**src/rtl/vec_addsub_sequencer_if.sv**
```systemverilog
// rtl/vec_addsub_sequencer_if.sv - instruction, result and adder-port bundle for vec_addsub_sequencer
interface vec_addsub_sequencer_if #(
    parameter int VLEN = 128
);
    localparam int VLW = $clog2(VLEN / 8) + 1;

    logic            in_valid;
    logic            in_ready;
    logic            op_sub;
    logic [1:0]      sew;
    logic [VLW-1:0]  vl;
    logic [VLEN-1:0] vs1;
    logic [VLEN-1:0] vs2;
    logic [VLEN-1:0] vd_old;

    logic            add_ctrl;
    logic            add_sew_16_32;
    logic            add_sew_32;
    logic [31:0]     add_a;
    logic [31:0]     add_b;
    logic [31:0]     add_sum;

    logic            out_valid;
    logic            out_ready;
    logic [VLEN-1:0] vd;
    logic            out_err;

    // master: issue stage plus the SIMD adder; slave: the sequencer
    modport master (
        output in_valid, op_sub, sew, vl, vs1, vs2, vd_old, out_ready, add_sum,
        input  in_ready, out_valid, vd, out_err, add_ctrl, add_sew_16_32, add_sew_32, add_a, add_b
    );

    modport slave (
        input  in_valid, op_sub, sew, vl, vs1, vs2, vd_old, out_ready, add_sum,
        output in_ready, out_valid, vd, out_err, add_ctrl, add_sew_16_32, add_sew_32, add_a, add_b
    );
endinterface

```
**src/rtl/vec_addsub_sequencer.sv**
```systemverilog
// rtl/vec_addsub_sequencer.sv - walks a vector add/sub through a 32-bit SIMD adder, tail-undisturbed merge
// Optional: VADDSUB_EARLY_EXIT_EN stops after the last chunk holding an active element.
module vec_addsub_sequencer #(
    parameter int VLEN = 128
) (
    input logic                    clk,
    input logic                    reset,
    vec_addsub_sequencer_if.slave  bus
);
    localparam int NCHUNK = VLEN / 32;
    localparam int KW     = (NCHUNK > 1) ? $clog2(NCHUNK) : 1;
    localparam int VLW    = $clog2(VLEN / 8) + 1;

    typedef enum logic [1:0] {IDLE, RUN, DONE} state_t;

    state_t          state;
    logic [KW-1:0]   k;
    logic [KW-1:0]   k_last;
    logic [1:0]      sew_q;
    logic [VLW-1:0]  vl_q;
    logic [VLEN-1:0] vs1_q;
    logic [VLEN-1:0] vs2_q;
    logic [VLEN-1:0] vd_q;
    logic            out_valid_q;
    logic            out_err_q;
    logic [31:0]     add_a_q;
    logic [31:0]     add_b_q;
    logic            add_ctrl_q;
    logic            add_sew_16_32_q;
    logic            add_sew_32_q;

    logic [VLW-1:0]  vlmax_in;
    logic [VLW-1:0]  vl_clamp_in;
    logic [KW-1:0]   k_last_in;
    logic [VLEN-1:0] vd_next;
    logic [31:0]     byte_idx;
    logic [31:0]     elem_idx;

    always_comb begin
        vlmax_in    = VLW'((VLEN / 8) >> bus.sew);
        vl_clamp_in = (bus.vl > vlmax_in) ? vlmax_in : bus.vl;
    end

`ifdef VADDSUB_EARLY_EXIT_EN
    logic [31:0] act_bits;
    logic [31:0] n_chunks;

    // chunks needed = ceil(active bits / 32); only used when at least one element is active
    always_comb begin
        act_bits  = 32'(vl_clamp_in) << ({3'b000, bus.sew} + 5'd3);
        n_chunks  = (act_bits + 32'd31) >> 5;
        k_last_in = KW'(n_chunks - 32'd1);
    end
`else
    always_comb begin
        k_last_in = KW'(NCHUNK - 1);
    end
`endif

    // vd_q already holds vd_old, so tail bytes simply keep their value
    always_comb begin
        vd_next  = vd_q;
        byte_idx = '0;
        elem_idx = '0;
        for (int j = 0; j < 4; j++) begin
            byte_idx = (32'(k) << 2) + 32'(j);
            elem_idx = byte_idx >> sew_q;
            if (elem_idx < 32'(vl_q)) begin
                vd_next[32*k + 8*j +: 8] = bus.add_sum[8*j +: 8];
            end
        end
    end

    always_ff @(posedge clk) begin
        if (reset) begin
            state           <= IDLE;
            k               <= '0;
            k_last          <= '0;
            sew_q           <= 2'b00;
            vl_q            <= '0;
            vs1_q           <= '0;
            vs2_q           <= '0;
            vd_q            <= '0;
            out_valid_q     <= 1'b0;
            out_err_q       <= 1'b0;
            add_a_q         <= '0;
            add_b_q         <= '0;
            add_ctrl_q      <= 1'b0;
            add_sew_16_32_q <= 1'b0;
            add_sew_32_q    <= 1'b0;
        end else begin
            case (state)
                IDLE: begin
                    if (bus.in_valid) begin
                        sew_q     <= bus.sew;
                        vl_q      <= vl_clamp_in;
                        vs1_q     <= bus.vs1;
                        vs2_q     <= bus.vs2;
                        vd_q      <= bus.vd_old;
                        k         <= '0;
                        k_last    <= k_last_in;
                        out_err_q <= 1'b0;
                        if (bus.sew == 2'b11) begin
                            out_err_q   <= 1'b1;
                            out_valid_q <= 1'b1;
                            state       <= DONE;
`ifdef VADDSUB_EARLY_EXIT_EN
                        end else if (vl_clamp_in == '0) begin
                            out_valid_q <= 1'b1;
                            state       <= DONE;
`endif
                        end else begin
                            // adder ports are registered, so chunk 0 is presented from the accept edge
                            add_a_q         <= bus.vs2[31:0];
                            add_b_q         <= bus.vs1[31:0];
                            add_ctrl_q      <= bus.op_sub;
                            add_sew_16_32_q <= (bus.sew != 2'b00);
                            add_sew_32_q    <= (bus.sew == 2'b10);
                            state           <= RUN;
                        end
                    end
                end
                RUN: begin
                    vd_q <= vd_next;
                    if (k == k_last) begin
                        add_a_q         <= '0;
                        add_b_q         <= '0;
                        add_ctrl_q      <= 1'b0;
                        add_sew_16_32_q <= 1'b0;
                        add_sew_32_q    <= 1'b0;
                        out_valid_q     <= 1'b1;
                        state           <= DONE;
                    end else begin
                        add_a_q <= vs2_q[32*(k + 1'b1) +: 32];
                        add_b_q <= vs1_q[32*(k + 1'b1) +: 32];
                        k       <= k + 1'b1;
                    end
                end
                DONE: begin
                    if (bus.out_ready) begin
                        out_valid_q <= 1'b0;
                        state       <= IDLE;
                    end
                end
                default: state <= IDLE;
            endcase
        end
    end

    assign bus.in_ready      = (state == IDLE) && !reset;
    assign bus.out_valid     = out_valid_q;
    assign bus.out_err       = out_err_q;
    assign bus.vd            = vd_q;
    assign bus.add_a         = add_a_q;
    assign bus.add_b         = add_b_q;
    assign bus.add_ctrl      = add_ctrl_q;
    assign bus.add_sew_16_32 = add_sew_16_32_q;
    assign bus.add_sew_32    = add_sew_32_q;
endmodule

```
**src/flat_wrapper.sv**
```systemverilog
// flat-port wrapper written by rule: the top's interface ports become plain ports
module vec_addsub_sequencer_flat 
#(
    parameter int VLEN = 128
)
  (clk, reset, bus_in_valid, bus_op_sub, bus_sew, bus_vl, bus_vs1, bus_vs2, bus_vd_old, bus_out_ready, bus_add_sum, bus_in_ready, bus_out_valid, bus_vd, bus_out_err, bus_add_ctrl, bus_add_sew_16_32, bus_add_sew_32, bus_add_a, bus_add_b);
  vec_addsub_sequencer_if #(.VLEN(VLEN)) bus_i ();
  input logic clk;
  input logic reset;
  input wire logic [$bits(bus_i.in_valid)-1:0] bus_in_valid;
  input wire logic [$bits(bus_i.op_sub)-1:0] bus_op_sub;
  input wire logic [$bits(bus_i.sew)-1:0] bus_sew;
  input wire logic [$bits(bus_i.vl)-1:0] bus_vl;
  input wire logic [$bits(bus_i.vs1)-1:0] bus_vs1;
  input wire logic [$bits(bus_i.vs2)-1:0] bus_vs2;
  input wire logic [$bits(bus_i.vd_old)-1:0] bus_vd_old;
  input wire logic [$bits(bus_i.out_ready)-1:0] bus_out_ready;
  input wire logic [$bits(bus_i.add_sum)-1:0] bus_add_sum;
  output wire logic [$bits(bus_i.in_ready)-1:0] bus_in_ready;
  output wire logic [$bits(bus_i.out_valid)-1:0] bus_out_valid;
  output wire logic [$bits(bus_i.vd)-1:0] bus_vd;
  output wire logic [$bits(bus_i.out_err)-1:0] bus_out_err;
  output wire logic [$bits(bus_i.add_ctrl)-1:0] bus_add_ctrl;
  output wire logic [$bits(bus_i.add_sew_16_32)-1:0] bus_add_sew_16_32;
  output wire logic [$bits(bus_i.add_sew_32)-1:0] bus_add_sew_32;
  output wire logic [$bits(bus_i.add_a)-1:0] bus_add_a;
  output wire logic [$bits(bus_i.add_b)-1:0] bus_add_b;
  assign bus_i.in_valid = bus_in_valid;
  assign bus_i.op_sub = bus_op_sub;
  assign bus_i.sew = bus_sew;
  assign bus_i.vl = bus_vl;
  assign bus_i.vs1 = bus_vs1;
  assign bus_i.vs2 = bus_vs2;
  assign bus_i.vd_old = bus_vd_old;
  assign bus_i.out_ready = bus_out_ready;
  assign bus_i.add_sum = bus_add_sum;
  assign bus_in_ready = bus_i.in_ready;
  assign bus_out_valid = bus_i.out_valid;
  assign bus_vd = bus_i.vd;
  assign bus_out_err = bus_i.out_err;
  assign bus_add_ctrl = bus_i.add_ctrl;
  assign bus_add_sew_16_32 = bus_i.add_sew_16_32;
  assign bus_add_sew_32 = bus_i.add_sew_32;
  assign bus_add_a = bus_i.add_a;
  assign bus_add_b = bus_i.add_b;
  vec_addsub_sequencer #(.VLEN(VLEN)) u_core (.clk(clk), .reset(reset), .bus(bus_i));
endmodule
```
**config.mk**
```make
export PLATFORM = sky130hd
export DESIGN_NAME = vec_addsub_sequencer_flat
export DESIGN_NICKNAME = d
export VERILOG_FILES = /design/src/rtl/vec_addsub_sequencer_if.sv /design/src/rtl/vec_addsub_sequencer.sv /design/src/flat_wrapper.sv
export SDC_FILE = /design/constraint.sdc
export NUM_CORES = 1
export LEC_CHECK = 0
export CAP_MARGIN = 20
export CORE_AREA = 2 2 244 246
export DETAILED_ROUTE_END_ITERATION = 8
export DIE_AREA = 0 0 246 248
export PLACE_DENSITY = 0.64
export SKIP_CTS_REPAIR_TIMING = 1
export SLEW_MARGIN = 15
export SYNTH_ARGS = -nofsm -noshare
export SYNTH_HDL_FRONTEND = slang
export SYNTH_SLANG_ARGS = --single-unit
```
**constraint.sdc**
```tcl
create_clock -name clk -period 3.2 [get_ports clk]
set_input_delay 0.32 -clock clk [delete_from_list [all_inputs] [get_ports clk]]
set_output_delay 0.32 -clock clk [all_outputs]
set_load 0.02 [all_outputs]
```
-- After elaboration in Yosys (flattened, before gate mapping)
Cells that the tools add are included.
- logic and storage cells: 114
- register bits after elaboration: 465
- output and inout bits: 198
- reductions and logical operators: 13
- eq/ne operators: 11
- add/subtract/negate cells: 12
- muxes and demuxes: 43
- magnitude comparators: 5
- shift-type cells: 15
- operator list (operator ; count):
    $mux W128 ; 5
    $bwmux W128 ; 4
    $shift A8 B34 Y128 const A ; 4
    $shiftx A8 B34 Y128 ; 4
    $pmux W128 S2 ; 1
    $shiftx A128 B33 Y32 ; 2
    $mux W32 ; 6
    $lt A32 B5 Y1 ; 4
    $pmux W32 S2 ; 2
    $neg A32 Y34 ; 3
    $shr A32 B2 Y32 ; 3
    $neg A7 Y34 ; 1
    $shr A4 B2 Y32 ; 1
    $add A7 B5 Y8 const B ; 2
    $mux W1 ; 12
    $mux W2 ; 6
    $add A4 B2 Y5 const B ; 2
    $reduce_and A3 Y1 ; 3
    $add A7 B4 Y8 const B ; 1
    $ne A2 B2 Y1 const B ; 4
    $eq A2 B2 Y1 const B ; 3
    $pmux W1 S2 ; 3
    $pmux W2 S3 ; 1
    $add A4 B1 Y5 const B ; 1
    other kinds (18) ; 21

-- Longest topological paths before layout
- depth in word-level cells: 11
- mapped depth: 13
- gate-level depth less buffers: 8

-- Worst setup path after synthesis
No wires, ideal clock.
- kind: register to register
- start point: register u_core.k[0]
- end point: register u_core.vd_q[32] (netlist: u_core.bus.vd[32])
- arrival: 3.097 ns
- clock period less this slack: 3.184 ns
- stages on the path, launching flop included: 14
- path buffers: 5
- slack: 0.016 ns
- library setup time: 0.086 ns
- required time: 3.114 ns
- cells stage by stage: dfxtp_1 > buf_2 > buf_2 > buf_2 > nand2_1 > mux2i_1 > ha_1 > nor2b_1 > o211a_2 > a2111o_1 > buf_6 > and2_4 > buf_6 > a221oi_2
- cells in the longest elaborated chain, start to end: 11
- elaborated cells on any way between the ends: 35
- those cells by class: add/sub: 10; order compare: 4; shift: 12; mux: 9
- RTL lines (item ; RTL line ; RTL):
    from (decl) ; vec_addsub_sequencer.sv:17 ; logic [KW-1:0] k;
    from (signal assigned) ; vec_addsub_sequencer.sv:136 ; k <= k + 1'b1;
    branches (longest 9 deep; another with $neg A32 Y34) ; -- ;
    $mux W128 * ; vec_addsub_sequencer.sv:68 ; if (elem_idx < 32'(vl_q)) begin
    $pmux W128 S2 * ; vec_addsub_sequencer.sv:92 ; case (state)
    to (signal assigned) ; vec_addsub_sequencer.sv:99 ; vd_q <= bus.vd_old;
    to (signal assigned) ; vec_addsub_sequencer.sv:124 ; vd_q <= vd_next;
    to (decl) ; vec_addsub_sequencer.sv:23 ; logic [VLEN-1:0] vd_q;
Mark *: on every way between the ends.
A chain may end at the register's enable or synchronous reset.

-- Worst setup path after layout
- start point: register u_core.sew_q[0]
- end point: register u_core.vd_q[68] (netlist: u_core.bus.vd[68])
- cells in the longest elaborated chain, start to end: 10
- elaborated cells on any way between the ends: 16
- those cells by class: order compare: 4; shift: 4; mux: 8
- RTL lines (item ; RTL line ; RTL):
    from (decl) ; vec_addsub_sequencer.sv:19 ; logic [1:0] sew_q;
    from (signal assigned) ; vec_addsub_sequencer.sv:95 ; sew_q <= bus.sew;
    $shr A4 B2 Y32 ; vec_addsub_sequencer.sv:67 ; elem_idx = byte_idx >> sew_q;
    $lt A32 B5 Y1 ; vec_addsub_sequencer.sv:68 ;
    $mux W128 ; vec_addsub_sequencer.sv:68 ;
    $bwmux W128 ; vec_addsub_sequencer.sv:69 ; vd_next[32*k + 8*j +: 8] = bus.add_sum[8*j +: 8];
    $mux W128 ; vec_addsub_sequencer.sv:68 ;
    $bwmux W128 ; vec_addsub_sequencer.sv:69 ;
    $mux W128 ; vec_addsub_sequencer.sv:68 ;
    $bwmux W128 ; vec_addsub_sequencer.sv:69 ;
    $mux W128 * ; vec_addsub_sequencer.sv:68 ;
    $pmux W128 S2 * ; vec_addsub_sequencer.sv:92 ;
Mark *: on every way between the ends. The rest lies on a longest branch, timed or not.

==> results.py <==
metrics = {
    "status": {
        "status": "finished, final reports clean",
    },
    "power_and_ir_drop": {
        "peakVddDrop_uv": 356,
        "cellLeakagePower_nw": 9.25,
        "powerDensity_nw_per_um2": 563,
        "power_mw": 14.8,
    },
    "routing": {
        "wl_per_cell_um": 20.9,
        "drt_first_iter_violations": 1121,
        "finalWirelength_mm": 73.8,
        "ant_nets": 0,
        "vias": 18664,
        "drc_errors": 0,
        "via_per_inst": 5.29,
        "drt-pass1-iter-count": 5,
    },
    "timing": {
        "rsz0062_at_grt": "no",
        "hold_viol_final": 0,
        "period_needed_ns": 3.02,
        "max_freq_ghz": 0.331,
        "worst_pin_slew_ns": 1.07,
        "fin_worst_skew_ns": 0.0199,
        "setup_tns_ns": 0,
        "fin_crit_sh_pct": 94.4,
        "slew-limit-headroom_pct": 28.5,
        "worst_hold_slack_ns": 0.127,
        "setup_viol": 0,
        "drv_slew": 0,
    },
    "setup_path": {
        "critPathBufInv": 0,
        "critPathCapture": "u_core.bus.vd[68]$_SDFFE_PP0P_",
        "startpoint": "u_core.sew_q[0]$_SDFFE_PP0P_",
        "worstSetupEndpointType": "flop",
        "cp_num_cells": 8,
        "r2r_end": "u_core.bus.vd[68]$_SDFFE_PP0P_",
        "crit_required_ns": 3.63,
        "r2r_cells": 8,
        "slowest_delay_ns": 0.64,
        "crit_arrival_ns": 3.45,
        "critPathTopFamily": "compound AO/OA/AOI/OAI gates",
        "crit_fanout": 9,
        "worst_setup_path_start_kind": "flop",
        "path_class": "reg -> reg",
        "r2r_start": "u_core.sew_q[0]$_SDFFE_PP0P_",
        "r2r_setup_slack_ns": 0.18,
        "crit_path_top_delay_cell": "a2111oi_4",
        "crit_chain": "mux2i_4, nor2_1, ha_1, and2_1, o211a_2, a2111oi_4, or2_2, a311oi_1",
    },
    "synth": {
        "async_flop_share_pct": 0,
        "syn_area_sq_um": 17700,
        "syn_nets": 2633,
        "synth_seq_area_share_pct": 45.3,
        "yosysUniqueCellTypes": 54,
        "syn_area_per_cell_sq_um": 8.08,
        "ys_warn_count": 0,
        "ys_seq_elements": 401,
        "synthFlopType": "dfxtp_1",
        "synth-edff-count": 0,
        "syn_inst": 2191,
    },
    "floorplan": {
        "core_sq_um": 58500,
        "num_io_pins": 626,
        "initial_utilization_pct": 30.3,
        "dieArea_sq_um": 61000,
        "fp.dieH_um": 248,
        "fp-row-count": 89,
        "die_w_um": 246,
    },
    "job": {
        "maxCapViolations": 0,
    },
    "final_layout": {
        "nNetsFinal": 3154,
        "multiInputGateArea_sq_um": 8890,
        "fillers": 5695,
        "layout-drive-gt1-share_pct": 5.58,
        "layout-area-overhead-vs-synth_pct": 48.4,
        "fin_area_sq_um": 26300,
        "ff_latch_area_sq_um": 8040,
    },
    "global_route": {
        "grt_antenna_before_repair": 19,
        "first_global_vias": 18407,
        "grt-ovfl-total": 0,
        "grt_start_max_net_pins": 125,
        "track_usage_pct": 23.0,
        "grt_pass1_wl_mm": 109,
    },
    "placement": {
        "place.gp.congestion": 0.954,
        "post_dp_cell_area_sq_um": 24700,
        "numPortBuffers": 625,
        "dpl.hpwl_mm": 53.6,
    },
    "clock_tree": {
        "clk_pin_slew_ns": 0.06,
        "clkSinkCount": 401,
        "clock_path_buffers": 3,
        "worstSkewPairLatency_ns": 0.57,
        "cts-root-buf": "clkbuf_16",
        "cts_made_buffers": 46,
        "cts_tree": "built",
        "htree_levels": 2,
    },
    "hold_path": {
        "holdPathStages": 2,
        "hold_path.class": "in -> reg",
        "min_from": "reset",
    },
}
==> worst register-to-register path: stages (launching register included) <==
cell and delay, ns:
dfxtp_1 0.52, mux2i_4 0.39, nor2_1 0.08, ha_1 0.36, and2_1 0.24, o211a_2 0.23, a2111oi_4 0.64, or2_2 0.32
a311oi_1 0.11
==> worst min path at each step <==
| stage | slack, ns | end |
|---|---|---|
| after global routing | 0.12 | u_core.state[0]$_SDFFE_PP0P_ |
| after global placement | 0.44 | u_core.vs2_q[81]$_SDFFE_PP0P_ |
| after detailed placement | 0.45 | u_core.vs2_q[49]$_SDFFE_PP0P_ |
| after floorplan | 0.44 | u_core.vs1_q[32]$_SDFFE_PP0P_ |
| final | 0.13 | u_core.bus.add_ctrl$_SDFFE_PP0P_ |
| after CTS | 0.10 | u_core.bus.add_ctrl$_SDFFE_PP0P_ |
==> area by class of cell <==
| type | count | area share, % |
|---|---|---|
| timing repair buffer | 665 | 25.7 |
| antenna | 13 | 0.124 |
| sequential | 401 | 30.6 |
| multi-input combinational | 1577 | 33.8 |
| clock buffer | 68 | 5.20 |
| tap | 773 | 3.68 |
| clock inverter | 12 | 0.633 |
| inverter | 21 | 0.300 |
==> power breakdown <==
group	switching, mW	internal, mW
registers	0.303	5.50
logic	1.91	1.65
clock network	2.17	3.26
==> flip-flops by register name, indices dropped and copies added (netlist names), 2 cells and up <==
name / flops
u_core.sew_q: 2
u_core.vs1_q: 96
u_core.state: 2
u_core.vs2_q: 96
u_core.vl_q: 5
u_core.bus.add_a: 32
u_core.bus.vd: 128
u_core.bus.add_b: 32
u_core.k: 2
==> synthesized netlist by cell type, types with 8 or more instances <==
cell | n | share of area [%]
a211oi_1 | 70 | 3.0
mux2i_1 | 69 | 3.9
a21oi_1 | 301 | 8.5
clkbuf_1 | 158 | 3.3
nand2_1 | 545 | 12
a211oi_2 | 9 | 0.64
nand3_1 | 8 | 0.23
inv_1 | 20 | 0.42
nor2b_1 | 22 | 0.78
a22oi_1 | 73 | 3.1
buf_2 | 21 | 0.59
dfxtp_1 | 401 | 45
ha_1 | 14 | 0.99
a221oi_2 | 8 | 0.68
nand2b_1 | 8 | 0.28
nor3_1 | 98 | 2.8
nand4_1 | 10 | 0.35
buf_1 | 10 | 0.21
o21ai_0 | 67 | 1.9
a311oi_1 | 41 | 2.0
nor2_1 | 81 | 1.7
and4_1 | 8 | 0.40
o211ai_1 | 10 | 0.42
a221oi_1 | 80 | 4.0
==> cells by family (layout without fill, tap and decap cells) <==
logic type	Yosys count	after routing	synth area share (%)
flip-flops	401	401	45.3
AO/OA/AOI/OAI	689	689	25.8
other	0	13	0
multiplexers	70	70	4.03
AND/OR/NAND/NOR	804	804	19.1
adder cells (fa/ha/maj)	14	14	0.989
buffers and inverters	213	766	4.79
==> stage by stage <==
stage / setup WS, ns / util (%) / cells
after global placement: 0.237 / 42.2 / 3435
after global routing: 0.00366 / 45.0 / 3529
final: 0.178 / 45.0 / 3530
after floorplan: 0.0163 / - / 2191
after CTS: 0.0629 / 44.8 / 3515
after detailed placement: 0.0924 / 42.2 / 3435
==> cells in the final DEF (no fill, tap or decap), types with 6 or more instances in the layout <==
master,Yosys,routed
a211oi_1,70,70
a211oi_2,9,9
a21oi_1,301,300
a221oi_1,80,80
a221oi_2,8,8
a22oi_1,73,73
a311oi_1,41,41
and4_1,8,8
buf_12,0,13
buf_4,0,25
clkbuf_1,158,11
clkbuf_16,0,48
clkbuf_8,0,9
clkdlybuf4s50_1,0,624
clkinv_2,0,6
dfxtp_1,401,399
diode_2,0,13
ha_1,14,14
inv_1,20,20
mux2i_1,69,69
nand2_1,545,544
nand2b_1,8,7
nand3_1,8,8
nand4_1,10,10
nor2_1,81,81
nor2b_1,22,21
nor3_1,98,96
o211ai_1,10,10
o21ai_0,67,67
==> metal layers <==
metal,vias to the layer above,track usage (%),part of all wire (%)
met5,-,0,0.12
met4,14,10.3,3.8
met3,154,6.91,9.1
met2,762,39.6,49
met1,8847,26.2,38
li1,8887,-,-
Power figures use the tool's default switching activity.
